**config.mk**
```make
export PLATFORM = sky130hd
export DESIGN_NAME = ps2_receiver
export DESIGN_NICKNAME = d
export VERILOG_FILES = /design/src/rtl/ps2_receiver.sv
export SDC_FILE = /design/constraint.sdc
export NUM_CORES = 1
export LEC_CHECK = 0
export CAP_MARGIN = 30
export CELL_PAD_IN_SITES_DETAIL_PLACEMENT = 1
export CELL_PAD_IN_SITES_GLOBAL_PLACEMENT = 1
export CORE_MARGIN = 5
export CORE_UTILIZATION = 45
export CTS_CLUSTER_DIAMETER = 60
export DETAILED_ROUTE_END_ITERATION = 7
export PLACE_DENSITY_LB_ADDON = 0.1
export SLEW_MARGIN = 20
export SYNTH_ARGS = -nofsm -noshare
export SYNTH_HDL_FRONTEND = slang
export SYNTH_SLANG_ARGS = --single-unit
```
**constraint.sdc**
```tcl
create_clock -name clk -period 2.1 [get_ports clk]
set_input_delay 0.42 -clock clk [delete_from_list [all_inputs] [get_ports clk]]
set_output_delay 0.42 -clock clk [all_outputs]
set_load 0.01 [all_outputs]
```
**src/rtl/ps2_receiver.sv**
```systemverilog
// PS/2 device-to-host receiver.
// Synchronizes the asynchronous ps2_clk/ps2_data pins, detects ps2_clk falling
// edges, assembles an 11-bit frame (start, d0..d7, odd parity, stop) and
// presents each correctly received byte with a one-cycle out_valid pulse.
// A partial frame is abandoned after TIMEOUT_CYCLES clk cycles without a
// ps2_clk falling edge.
module ps2_receiver #(
  parameter int TIMEOUT_CYCLES = 50000
) (
  input  logic       clk,
  input  logic       reset,
  input  logic       ps2_clk,
  input  logic       ps2_data,
  output logic [7:0] output_data,
  output logic       out_valid
);

  localparam int TW = $clog2(TIMEOUT_CYCLES + 1);

  localparam logic [1:0] S_IDLE   = 2'd0;
  localparam logic [1:0] S_DATA   = 2'd1;
  localparam logic [1:0] S_PARITY = 2'd2;
  localparam logic [1:0] S_STOP   = 2'd3;

  logic [1:0]    r_clk_sync;
  logic [1:0]    r_data_sync;
  logic          r_clk_prev;
  logic [1:0]    r_state;
  logic [2:0]    r_bit_cnt;
  logic [7:0]    r_shift;
  logic          r_parity;
  logic [TW-1:0] r_tmo_cnt;

  logic w_fall;
  logic w_bit;
  logic w_frame_ok;
  logic w_timeout;

  // Equal-depth synchronizers for both pins plus the previous-clock flop used
  // for edge detection; all preset high so reset never fakes a falling edge.
  always_ff @(posedge clk) begin
    // NOTE: sequential state uses non-blocking assignments so every flop samples
    // the pre-edge value of the others; blocking here would collapse the chain.
    if (reset) begin
      r_clk_sync  <= 2'b11;
      r_data_sync <= 2'b11;
      r_clk_prev  <= 1'b1;
    end else begin
      r_clk_sync  <= {r_clk_sync[0], ps2_clk};
      r_data_sync <= {r_data_sync[0], ps2_data};
      r_clk_prev  <= r_clk_sync[1];
    end
  end

  // Falling edge: synchronized ps2_clk was 1 last cycle and is 0 now. Data is
  // taken from the same pipeline stage, so it is aligned with the edge.
  assign w_fall     = r_clk_prev & ~r_clk_sync[1];
  assign w_bit      = r_data_sync[1];
  // Stop bit is the bit sampled on this (final) edge; odd parity over d7..d0+p.
  assign w_frame_ok = w_bit & (^r_shift ^ r_parity);
  assign w_timeout  = (r_state != S_IDLE) && !w_fall &&
                      (r_tmo_cnt == TW'(TIMEOUT_CYCLES));

  // Frame FSM, shift register, timeout counter and registered output.
  always_ff @(posedge clk) begin
    if (reset) begin
      r_state     <= S_IDLE;
      r_bit_cnt   <= 3'd0;
      r_shift     <= 8'h00;
      r_parity    <= 1'b0;
      r_tmo_cnt   <= '0;
      output_data <= 8'h00;
      out_valid   <= 1'b0;
    end else begin
      out_valid <= 1'b0;

      if (r_state == S_IDLE || w_fall) r_tmo_cnt <= '0;
      else                             r_tmo_cnt <= r_tmo_cnt + TW'(1);

      case (r_state)
        S_IDLE: begin
          if (w_fall && !w_bit) begin
            r_state   <= S_DATA;
            r_bit_cnt <= 3'd0;
          end
        end
        S_DATA: begin
          if (w_fall) begin
            r_shift[r_bit_cnt] <= w_bit;
            if (r_bit_cnt == 3'd7) r_state <= S_PARITY;
            else                   r_bit_cnt <= r_bit_cnt + 3'd1;
          end
        end
        S_PARITY: begin
          if (w_fall) begin
            r_parity <= w_bit;
            r_state  <= S_STOP;
          end
        end
        default: begin
          if (w_fall) begin
            r_state <= S_IDLE;
            if (w_frame_ok) begin
              output_data <= r_shift;
              out_valid   <= 1'b1;
            end
          end
        end
      endcase

      // NOTE: placed after the case so this later non-blocking assignment to
      // r_state wins; the timeout therefore overrides any FSM transition.
      if (w_timeout) r_state <= S_IDLE;
    end
  end

endmodule

```
== After elaboration in Yosys (flattened, before gate mapping) ==
Index checks and enable logic that the tools add are counted.
Cells by class
  equality and inequality tests: 9
  add/subtract/negate cells: 2
  mux-type cells: 14
  bitwise operators: 6
  reduce and logical (&&, ||, !) cells: 21
  $lt $le $gt $ge: 2
Operator list (number)
  adder 16 x 1 -> 16 bit, second input constant: 1
  == test 16 bit, second input constant: 1
  two-way mux 2 bit: 5
  two-way mux 3 bit: 3
  bitwise mux 8 bit: 1
  inequality test 2 bit, second input constant: 4
  parity 8 bit: 1
  case mux 2 bit (3 select lines): 1
  case mux 3 bit (2 select lines): 1
  nonzero test 2 bit: 3
  AND reduction 5 bit: 1
  OR reduction 5 bit: 1
  logical AND 1 bit: 4
  < comparator 3 x 4 -> 1 bit, second input constant: 1
  AND reduction 2 bit: 2
  AND reduction 4 bit: 1
  OR reduction 2 bit: 2
  adder 3 x 1 -> 3 bit, second input constant: 1
  demux 1 bit (select 3 bit): 1
  == test 3 bit, second input constant: 1
  greater-or-equal comparator 3 x 1 -> 1 bit, second input constant: 1
  inverter 1 bit: 3
  AND reduction 3 bit: 1
  OR reduction 3 bit: 1
  other kinds (9): 12
Word-level totals
  register bits after elaboration: 44
  input port bits: 4
  word-level logic and storage cells: 64
  output and inout port bits: 9

== Longest topological paths before layout ==
  word-level depth: 6
  depth in mapped cells: 7
  depth with buffers taken out: 6

== Least setup slack after synthesis ==
Ideal clock, no wire load.
  path type: register to register
  start point: register r_shift[0]
  end point: register output_data[0]
  stages on the path, launching flop included: 5
  library setup time: 0.072 ns
  required time: 2.028 ns
  data arrival time: 1.792 ns
  slack: 0.236 ns
  period minus slack after synthesis: 1.864 ns
  path buffers: 0
  cell sequence: dfxtp_1 xor3_1 or4b_4 mux2i_4 mux2i_1
On the way
  cells in the longest elaborated chain, start to end: 4
RTL lines
  start: declaration: RTL line 30  | logic [7:0] r_shift;
  start signal: indexed assignment: RTL line 89  | r_shift[r_bit_cnt] <= w_bit;
  parity 8 bit: RTL line 60  | assign w_frame_ok = w_bit & (^r_shift ^ r_parity);
  XOR 1 bit: RTL line 60
  AND 1 bit: RTL line 60
  AND reduction 3 bit (no line)
  end signal: assignment: RTL line 104  | output_data <= r_shift;
  end: declaration: RTL line 14  | output logic [7:0] output_data,
Parallel ways exist; a longest one is shown, timed or not.
A chain may end at the register's enable or synchronous reset.

== Worst setup path in the final report ==
  start point: register r_shift[0]
  end point: register output_data[4]
On the way
  cells in the longest elaborated chain, start to end: 4
RTL lines (RTL line)
  parity 8 bit: 60
  XOR 1 bit: 60
  AND 1 bit: 60
  AND reduction 3 bit (no line)
Every way passes these cells.

==> impl_metrics.yaml <==
status:
  status: "complete, no violations"
grt:
  antenna_found_initial: 0
  grt_max_degree: 35
  grt.total_usage: 0.1589
  grt_pass1_wl_um: 7783
  grt_pass1_vias: 1696
  grt_overflow: 0
sta:
  finalHoldViolCount: 0
  finalMaxSlewViolations: 0
  rsz0062_at_grt: "no"
  fin_crit_sh: 0.9284
  skew_ns: 0.006361
  worst_pin_slew_ns: 0.5290
  fmax_ghz: 0.5129
  slew_headroom: 0.6473
  min_period_ns: 1.950
  finalSetupViolCount: 0
  tns_ns: 0
  setup_ws_ns: 0.1503
hold_path:
  holdCritPathClass: "reg2reg"
clock_tree:
  cts_tree: "built"
  htree_levels: 2
  path_clk_slew_ns: 0.08
  cts_buffers: 5
  clock_latency_ns: 0.30
  clk_path_buf_depth: 2
  cts_resized: 0
  clock_sinks: 44
  root_buffer: "clkbuf_8"
routing:
  routed_wl_um: 4388
  wl_per_cell_um: 15.03
  initialDrtViolationCount: 66
  vias_per_cell: 5.346
  vias: 1561
  dr.pass1.iters: 4
  drc_errors: 0
  ant_nets: 0
critical_path:
  cp_slowest_cell: "or4b_4"
  path_buf_inv: 1
  crit_path_max_fanout: 8
  critPathLaunchType: "flip-flop"
  cp.arrival_ns: 2.17
  r2r_slack_ns: 0.15
  cpLargestDelayFamily: "simple AND/OR/NAND/NOR gates"
  cp.required_ns: 2.33
  cp-end-kind: "flip-flop"
  critPathKind: "reg2reg"
  max_stage_delay_ns: 0.51
  worstPathCellList: "xor3_1 > or4b_4 > mux2i_4 > buf_12 > mux2i_1"
synth:
  syn_area_um2: 2084
  yosysMostFrequentCell: "dfxtp_1"
  synth_cell_type_count: 38
  yosys_warnings: 0
  synth_top_cell_area_share: 0.4226
  synthCells: 227
  yosysSeqAreaShare: 0.4226
  postSynth.asyncResetShare: 0
  synth_area_leaders: "dfxtp_1, mux2i_1, ha_1, nand2b_1, nor2_1"
  synthesis.nets: 239
  ys_ff_latch: 44
  avgSynthCellArea_um2: 9.183
  synth_edf_count: 0
  ys_top_cells_by_count: "dfxtp_1, nor2_1, nand2_1"
  ys.flop_type: "dfxtp_1"
  yosysTopAreaCell: "dfxtp_1"
flow_run:
  maxCapViolCount: 0
floorplanning:
  io_pins: 13
  die_area_um2: 6093
  start_util: 0.4722
  die_x_um: 78.06
  die_h_um: 78.06
  core_area_um2: 4414
  placementRows: 24
cells_and_area:
  area_growth_pct: 13.57
  fill_cells: 509
  nets: 251
  num_antenna_cells: 0
  drive_gt1_frac: 0.1000
power_and_ir_drop:
  vdd_drop_max_mv: 0.3987
  power.density_nw_per_um2: 600.8
  leakage_nw: 0.8376
placement:
  dpl_worst_slack_ns: 0.04306
  gp_congestion: 0.7796
  place_hpwl_um: 3278
  portBuffers: 12
==> registers in the layout, summed over array words and instances, names as in the netlist <==
signal	flops
r_tmo_cnt	16
output_data	8
r_shift	8
r_bit_cnt	3
r_clk_sync	2
r_data_sync	2
r_state	2
out_valid	1
r_clk_prev	1
r_parity	1
==> power breakdown <==
part           switching, mW  internal (mW)  total (mW)
registers            0.00283          0.838       0.841
logic                 0.0191         0.0184      0.0375
clock network          0.281          0.263       0.544
==> cells by family after synthesis <==
group | Yosys count | share of synthesized area
AND/OR/NAND/NOR | 108 | 0.2839
flip-flops | 44 | 0.4226
AO/OA/AOI/OAI | 17 | 0.04622
buffers and inverters | 17 | 0.03061
multiplexers | 17 | 0.08763
XOR/XNOR | 16 | 0.08103
adder cells (fa/ha/maj) | 8 | 0.04802
==> area by class of cell <==
type	instances	area (um^2)	share of cell area
clock buffer	6	82.58	0.03488
tap	52	65.06	0.02748
inverter	5	18.77	0.007928
clock inverter	2	10.01	0.004228
timing repair buffer	17	170.2	0.07188
multi-input combinational	166	1140	0.4815
sequential	44	880.8	0.3721
==> timing repair <==
item / in CTS / in global routing
hold buffers: 0 / 0
setup endpoints to repair: 0 / 8
buffers inserted: 0 / 1
==> final timing paths <==
path / from / endpoint / cells past startpoint
worst max-delay path: r_shift[0] / output_data[4] / 5
worst min-delay path: r_data_sync[0] / r_data_sync[1] / 1
worst max register to register: r_shift[0] / output_data[4] / 5
worst min register to register: r_data_sync[0] / r_data_sync[1] / 1
==> per-layer routing <==
layer / routed length [um] / global-route usage
met3: 188 / 0.04805
met4: 82 / 0.06588
met5: 0 / 0
met1: 2044 / 0.1915
met2: 2071 / 0.2624
==> per-stage QoR <==
step                hold WS (ns)  cells  utilization  cell area, um^2  total power, mW
global route              0.4337    292       0.5363             2367            1.485
global placement          0.3941    283       0.5108             2255           0.8963
detailed placement        0.3999    283       0.5108             2255           0.8982
floorplan                 0.3895    227            -             2085           0.8837
finish                    0.4260    292       0.5363             2367            1.422
CTS                       0.4291    291       0.5317             2347            1.450
==> worst reg2reg max path: cells and delay by family, from the launching register on <==
family | cells | cell delay, ns
XOR/XNOR | 1 | 0.47
flip-flops | 1 | 0.35
AND/OR/NAND/NOR | 1 | 0.51
buffers and inverters | 1 | 0.16
multiplexers | 2 | 0.38
==> layout by cell type, fill, tap and decap left out, types with 2 or more instances in the layout <==
cell / instances
nor4_1: 2
ha_1: 8
nor2_1: 24
nand2_1: 21
mux2i_1: 16
or2_2: 7
a21oi_1: 10
inv_1: 5
nand2b_1: 16
o21ai_0: 4
and4_1: 3
and3_1: 2
xnor2_1: 4
nand3b_1: 2
clkdlybuf4s50_1: 12
xor2_1: 10
buf_4: 4
clkinv_2: 2
dfxtp_1: 44
clkbuf_8: 6
nand3_1: 6
or3_1: 5
nor3b_1: 2
nand4_1: 7
Note: power is estimated with default switching activity, not from simulation.
